<file path="src/rtl/nrx_cpu_ctrl.sv">
// nrx_cpu_ctrl
// CPU-side control block for the Namco/Konami Z80 arcade cores. It generates
// the CPU clock enable and holds the addressable single-bit control latch
// (sound trigger, interrupt enable, flip, lamps). It also provides a
// multi-source, maskable, edge-triggered interrupt controller with vector
// generation and INT/NMI routing.
//
// Ports
//   CLK24M     in   1        system clock (24.576 MHz)
//   RESET      in   1        synchronous, active-high reset
//   cen        out  1        CPU clock enable, one CLK24M cycle wide
//   A          in   16       CPU address
//   DO         in   8        CPU write data
//   MREQ_n, IORQ_n, WR_n, M1_n, RFSH_n   in  1  Z80 bus strobes
//   irq_src    in   NSRC     interrupt sources, rising edge requests
//   nmi_mode   in   1        1 = route the request to NMI_n instead of INT_n
//   INT_n      out  1        maskable interrupt request
//   NMI_n      out  1        non-maskable interrupt request
//   vec_oe     out  1        drive vec onto the CPU data bus
//   vec        out  8        interrupt vector
//   latch_q    out  LATCH_N  control latch contents (bit 1 = interrupt enable)
module nrx_cpu_ctrl #(
    parameter int          CEN_DIV    = 8,
    parameter int          LATCH_N    = 8,
    parameter logic [15:0] LATCH_BASE = 16'hA180,
    parameter logic [15:0] MASK_ADDR  = 16'hA1C0,
    parameter int          NSRC       = 2,
    parameter bit          AUTO_ACK   = 1'b1
) (
    input  logic               CLK24M,
    input  logic               RESET,
    output logic               cen,
    input  logic [15:0]        A,
    input  logic [7:0]         DO,
    input  logic               MREQ_n,
    input  logic               IORQ_n,
    input  logic               WR_n,
    input  logic               M1_n,
    input  logic               RFSH_n,
    input  logic [NSRC-1:0]    irq_src,
    input  logic               nmi_mode,
    output logic               INT_n,
    output logic               NMI_n,
    output logic               vec_oe,
    output logic [7:0]         vec,
    output logic [LATCH_N-1:0] latch_q
);

    localparam int CW = $clog2(CEN_DIV);
    localparam int LB = $clog2(LATCH_N);
    localparam int IW = (NSRC > 1) ? $clog2(NSRC) : 1;

    // IDLE: no interrupt acknowledge in progress.
    // BUSY: an acknowledge cycle was seen on a cen and has not ended yet.
    typedef enum logic {
        ACK_IDLE,
        ACK_BUSY
    } ack_state_t;

    logic [CW-1:0]   cnt;
    logic            mw;
    logic            iow;
    logic            ack;
    logic            latch_hit;
    logic            ie_write;
    logic            mask_hit;
    logic [NSRC-1:0] mask;
    logic [NSRC-1:0] src_d;
    logic [NSRC-1:0] pend;
    logic [NSRC-1:0] pend_next;
    logic [NSRC-1:0] active;
    logic [IW-1:0]   winner;
    logic [IW-1:0]   ack_idx;
    logic [7:0]      vreg;
    logic            req;
    logic            ack_done;
    ack_state_t      ack_state;
    ack_state_t      ack_state_next;

    // Free-running divider. CEN_DIV is a power of two, so the counter wraps
    // without an explicit compare.
    always_ff @(posedge CLK24M) begin
        if (RESET) cnt <= '0;
        else       cnt <= cnt + CW'(1);
    end

    assign cen = (cnt == CW'(CEN_DIV / 2 - 1));

    assign mw        = ~MREQ_n & RFSH_n & ~WR_n;
    assign iow       = ~IORQ_n & ~WR_n & M1_n;
    assign ack       = ~IORQ_n & ~M1_n;
    assign latch_hit = mw && (A[15:LB] == LATCH_BASE[15:LB]);
    assign ie_write  = latch_hit && (A[LB-1:0] == LB'(1));
    assign mask_hit  = mw && (A == MASK_ADDR);

    // Masking only gates requests; pending bits collect edges regardless.
    // The lowest-numbered active source has priority.
    assign active = pend & mask;

    always_comb begin
        winner = '0;
        for (int i = NSRC - 1; i >= 0; i--) begin
            if (active[i]) winner = IW'(i);
        end
    end

    // Acknowledge tracking. The clear of the serviced source happens on the
    // first cen that no longer sees the ack strobe.
    always_ff @(posedge CLK24M) begin
        if (RESET)    ack_state <= ACK_IDLE;
        else if (cen) ack_state <= ack_state_next;
    end

    always_comb begin
        ack_state_next = ack_state;
        ack_done       = 1'b0;
        case (ack_state)
            ACK_IDLE: if (ack) ack_state_next = ACK_BUSY;
            ACK_BUSY: begin
                if (!ack) begin
                    ack_state_next = ACK_IDLE;
                    ack_done       = 1'b1;
                end
            end
            default:  ack_state_next = ACK_IDLE;
        endcase
    end

    // Priority of pending updates: new edges, then the ack clear, then the
    // interrupt-enable write clear, so later clears override a same-cen edge.
    always_comb begin
        pend_next = pend | (irq_src & ~src_d);
        if (AUTO_ACK && ack_done) begin
            for (int i = 0; i < NSRC; i++) begin
                if (IW'(i) == ack_idx) pend_next[i] = 1'b0;
            end
        end
        if (ie_write) pend_next = '0;
    end

    // Bus-visible registers and interrupt state, all advanced on cen only.
    // ack_idx freezes while the ack strobe is held so the vector stays stable.
    always_ff @(posedge CLK24M) begin
        if (RESET) begin
            latch_q <= '0;
            mask    <= '1;
            vreg    <= '0;
            src_d   <= '0;
            pend    <= '0;
            ack_idx <= '0;
        end else if (cen) begin
            if (latch_hit) latch_q[A[LB-1:0]] <= DO[0];
            if (mask_hit)  mask <= DO[NSRC-1:0];
            if (iow)       vreg <= DO;
            src_d <= irq_src;
            pend  <= pend_next;
            if (!ack && (|active)) ack_idx <= winner;
        end
    end

    assign req    = latch_q[1] & (|active);
    assign INT_n  = ~(req & ~nmi_mode);
    assign NMI_n  = ~(req & nmi_mode);
    assign vec_oe = ack;
    assign vec    = vreg + 8'({ack_idx, 1'b0});

endmodule

</file>
<file path="config.mk">
export PLATFORM = sky130hd
export DESIGN_NAME = nrx_cpu_ctrl
export DESIGN_NICKNAME = d
export VERILOG_FILES = /design/src/rtl/nrx_cpu_ctrl.sv
export SDC_FILE = /design/constraint.sdc
export NUM_CORES = 1
export LEC_CHECK = 0
export BUFFER_PORTS_ARGS = -buffer_cell sky130_fd_sc_hd__buf_2
export CELL_PAD_IN_SITES_DETAIL_PLACEMENT = 1
export CELL_PAD_IN_SITES_GLOBAL_PLACEMENT = 1
export CORE_MARGIN = 3
export CORE_UTILIZATION = 37
export DETAILED_ROUTE_END_ITERATION = 10
export GPL_TIMING_DRIVEN = 1
export PLACE_DENSITY_LB_ADDON = 0.1
export SYNTH_ARGS = -nofsm -noshare
export SYNTH_HDL_FRONTEND = slang
export SYNTH_SLANG_ARGS = --single-unit
</file>
<file path="constraint.sdc">
create_clock -name CLK24M -period 4.9 [get_ports CLK24M]
set_input_delay 0.98 -clock CLK24M [delete_from_list [all_inputs] [get_ports CLK24M]]
set_output_delay 0.98 -clock CLK24M [all_outputs]
set_load 0.005 [all_outputs]
</file>
==> metrics.txt <==
outcome completed; post-CTS sizing 0; Fin Setup TNS 0 ns; DR pass1 iterations 4; nets@finish between 200 and 250; Seq/Total Area, Yosys between 40% and 50%; worst stage delay on the critical path roughly 0.42 ns; hold-fix buffers at CTS 0; Ports 54; Synth top cells by count dfxtp_1 (27), nor2_1 (21), mux2i_1 (20), nand2b_1 (10), nand3_1 (9); CTS tree built; type of the worst setup path reg2out; slew at the pin with the worst max-slew slack roughly 0.51 ns; largest net degree at the start of global routing 31; Skew-Pair Late Insertion Delay 0.33 ns; FP Rows 20; Setup crit end kind output pin; Yosys reg bits 27; PwrDens between 200 and 250 nW/um^2; DP HPWL 2400 um; final count of hold timing violations 0; effective utilization at floorplan around two fifths; critical path's most frequent cell ha_1; gr usage total ~14%; post-route insts no fill 228; DR vias/cell just over 5; Top delay family on crit path adder cells; synth top area cells dfxtp_1 (41%), mux2i_1 (15%), nor2_1 (6.0%); WL final between 3000 and 4000 um; leak pwr roughly 0.74 nW; final core occ around 51%; DR DRC count 0; Horiz. Die Dim about 65 um; CTS buffer count 3; pre-CTS WS approximately 2.5 ns; post-synthesis cell area 1310 um^2; Hold Path Class reg2reg; Layout Skew approximately 0.010 ns; first-pass GRT wire length between 4000 and 5000 um; post-route cell area 1620 um^2; post-synth top area share between 40 and 50%; highest net fanout along the worst path 4; Syn. warnings 0; H-tree depth 1; Placed Cells approximately 220; average size of a mapped cell between 9 and 10 um^2; post-CTS setup buffer count 0; Synth Flop Type dfxtp_1; count leader, synth dfxtp_1; asr flop ratio synth 0%; top achievable clock speed between 300 and 400 MHz; fin crit period 2.57 ns; CTS Root Cell clkbuf_4; count of buffers from port buffering 53; worst setup margin ~2.3 ns; Routed Antenna Nets 0; area grow syn2layout 23.8%; Worst Path Buf+Inv 1; Max Cap Violations 0; # setup viols final 0; die outline height ~65 um; crit path DAT 1.59 ns; number of flops mapped to enable cells by yosys 0; Final GP Congestion ~0.74; Clock Path Buffers 2; unique cell type count in the Yosys netlist 34; Synth Net Count approximately 170; number of global-route vias before repair 1101; Critical Path Start Type register; core area between 3000 and 4000 um^2; Sinks on Clock Net 27; slew margin rel. ~66%; fraction of layout cells with a size suffix above 1 approximately 34%; Post-DP Area about 1600 um^2; die area between 4000 and 5000 um^2; Final Max Tran Viols 0; required time of the critical path ~4 ns; via count between 1000 and 1500; slowest CP cell dfxtp_1; area leader, netlist dfxtp_1; initial antenna violation count 0; Initial DRC Count 41; RSZ-0062 raised after global routing no; # diodes 0; drt wl/cell 13.4 um; crit-path cells ha_1, ha_1, nand3_1, xnor2_1, buf_2; peak supply drop 0.105 mV; Final period util between 50 and 60%; gr ovfl total 0; Synth Instances around 130; clk slew on worst S/H paths approximately 0.15 ns
final cells by class:
class	count	area (um^2)
clock buffers	3	22.5
clock inverters	1	5.00
fillers	402	1580
inverters	2	7.51
multi-input cells	97	717
flip-flops and latches	27	541
well taps	44	55.1
repair buffers	54	273
through the flow:
stage	hold WS, ns	total power, mW
2_1_floorplan	0.399	0.248
3_3_place_gp	0.408	0.267
3_5_place_dp	0.425	0.269
4_1_cts	0.446	0.366
5_1_grt	0.474	0.377
6_report	0.441	0.361
layer usage:
layer,wire length [um],GRT usage [%]
met1,1370,17.9
met2,1430,24.5
met3,249,3.08
met4,15,3.89
met5,0,0
state kept, by name, indices dropped and copies added (netlist names):
signal     cells
ack_idx        1
ack_state      1
cnt            3
latch_q        8
mask           2
pend           2
src_d          2
vreg           8
worst paths after layout:
path                               from  endpoint  slack [ns]  cells after the start
worst min register to register   cnt[0]    cnt[0]        0.44                      1
worst max register to register   cnt[0]   mask[1]        2.76                      6
worst max-delay path            ack_idx    vec[7]        2.33                      5
worst min-delay path             cnt[0]    cnt[0]        0.44                      1
kinds of logic after synthesis:
family                     count (synthesis)  share of synthesized area, %
AOI/OAI and AO/OA                          7                          3.73
xor gates and xnor gates                   5                          3.35
adders and majority gates                  4                          3.82
buffers and inverters                     10                          4.40
DFF                                       27                          41.3
muxes                                     20                          15.3
and+or+nand+nor                           61                          28.1
report_power, final:
part	switching [mW]	leakage, nW	internal (mW)
clock	0.0664	0.0177	0.0306
combinational	0.0192	0.500	0.0195
sequential	0.00194	0.218	0.223
total	0.0875	0.736	0.273
cell usage in the layout (no fill, tap or decap), types with 3 or more instances in the layout:
master / instances
nor2b_1: 3
nor2_1: 21
dfxtp_1: 27
nand2b_1: 10
buf_2: 53
xnor2_1: 4
mux2i_1: 20
nand3_1: 9
clkbuf_4: 3
ha_1: 4
Power figures use the tool's default switching activity.
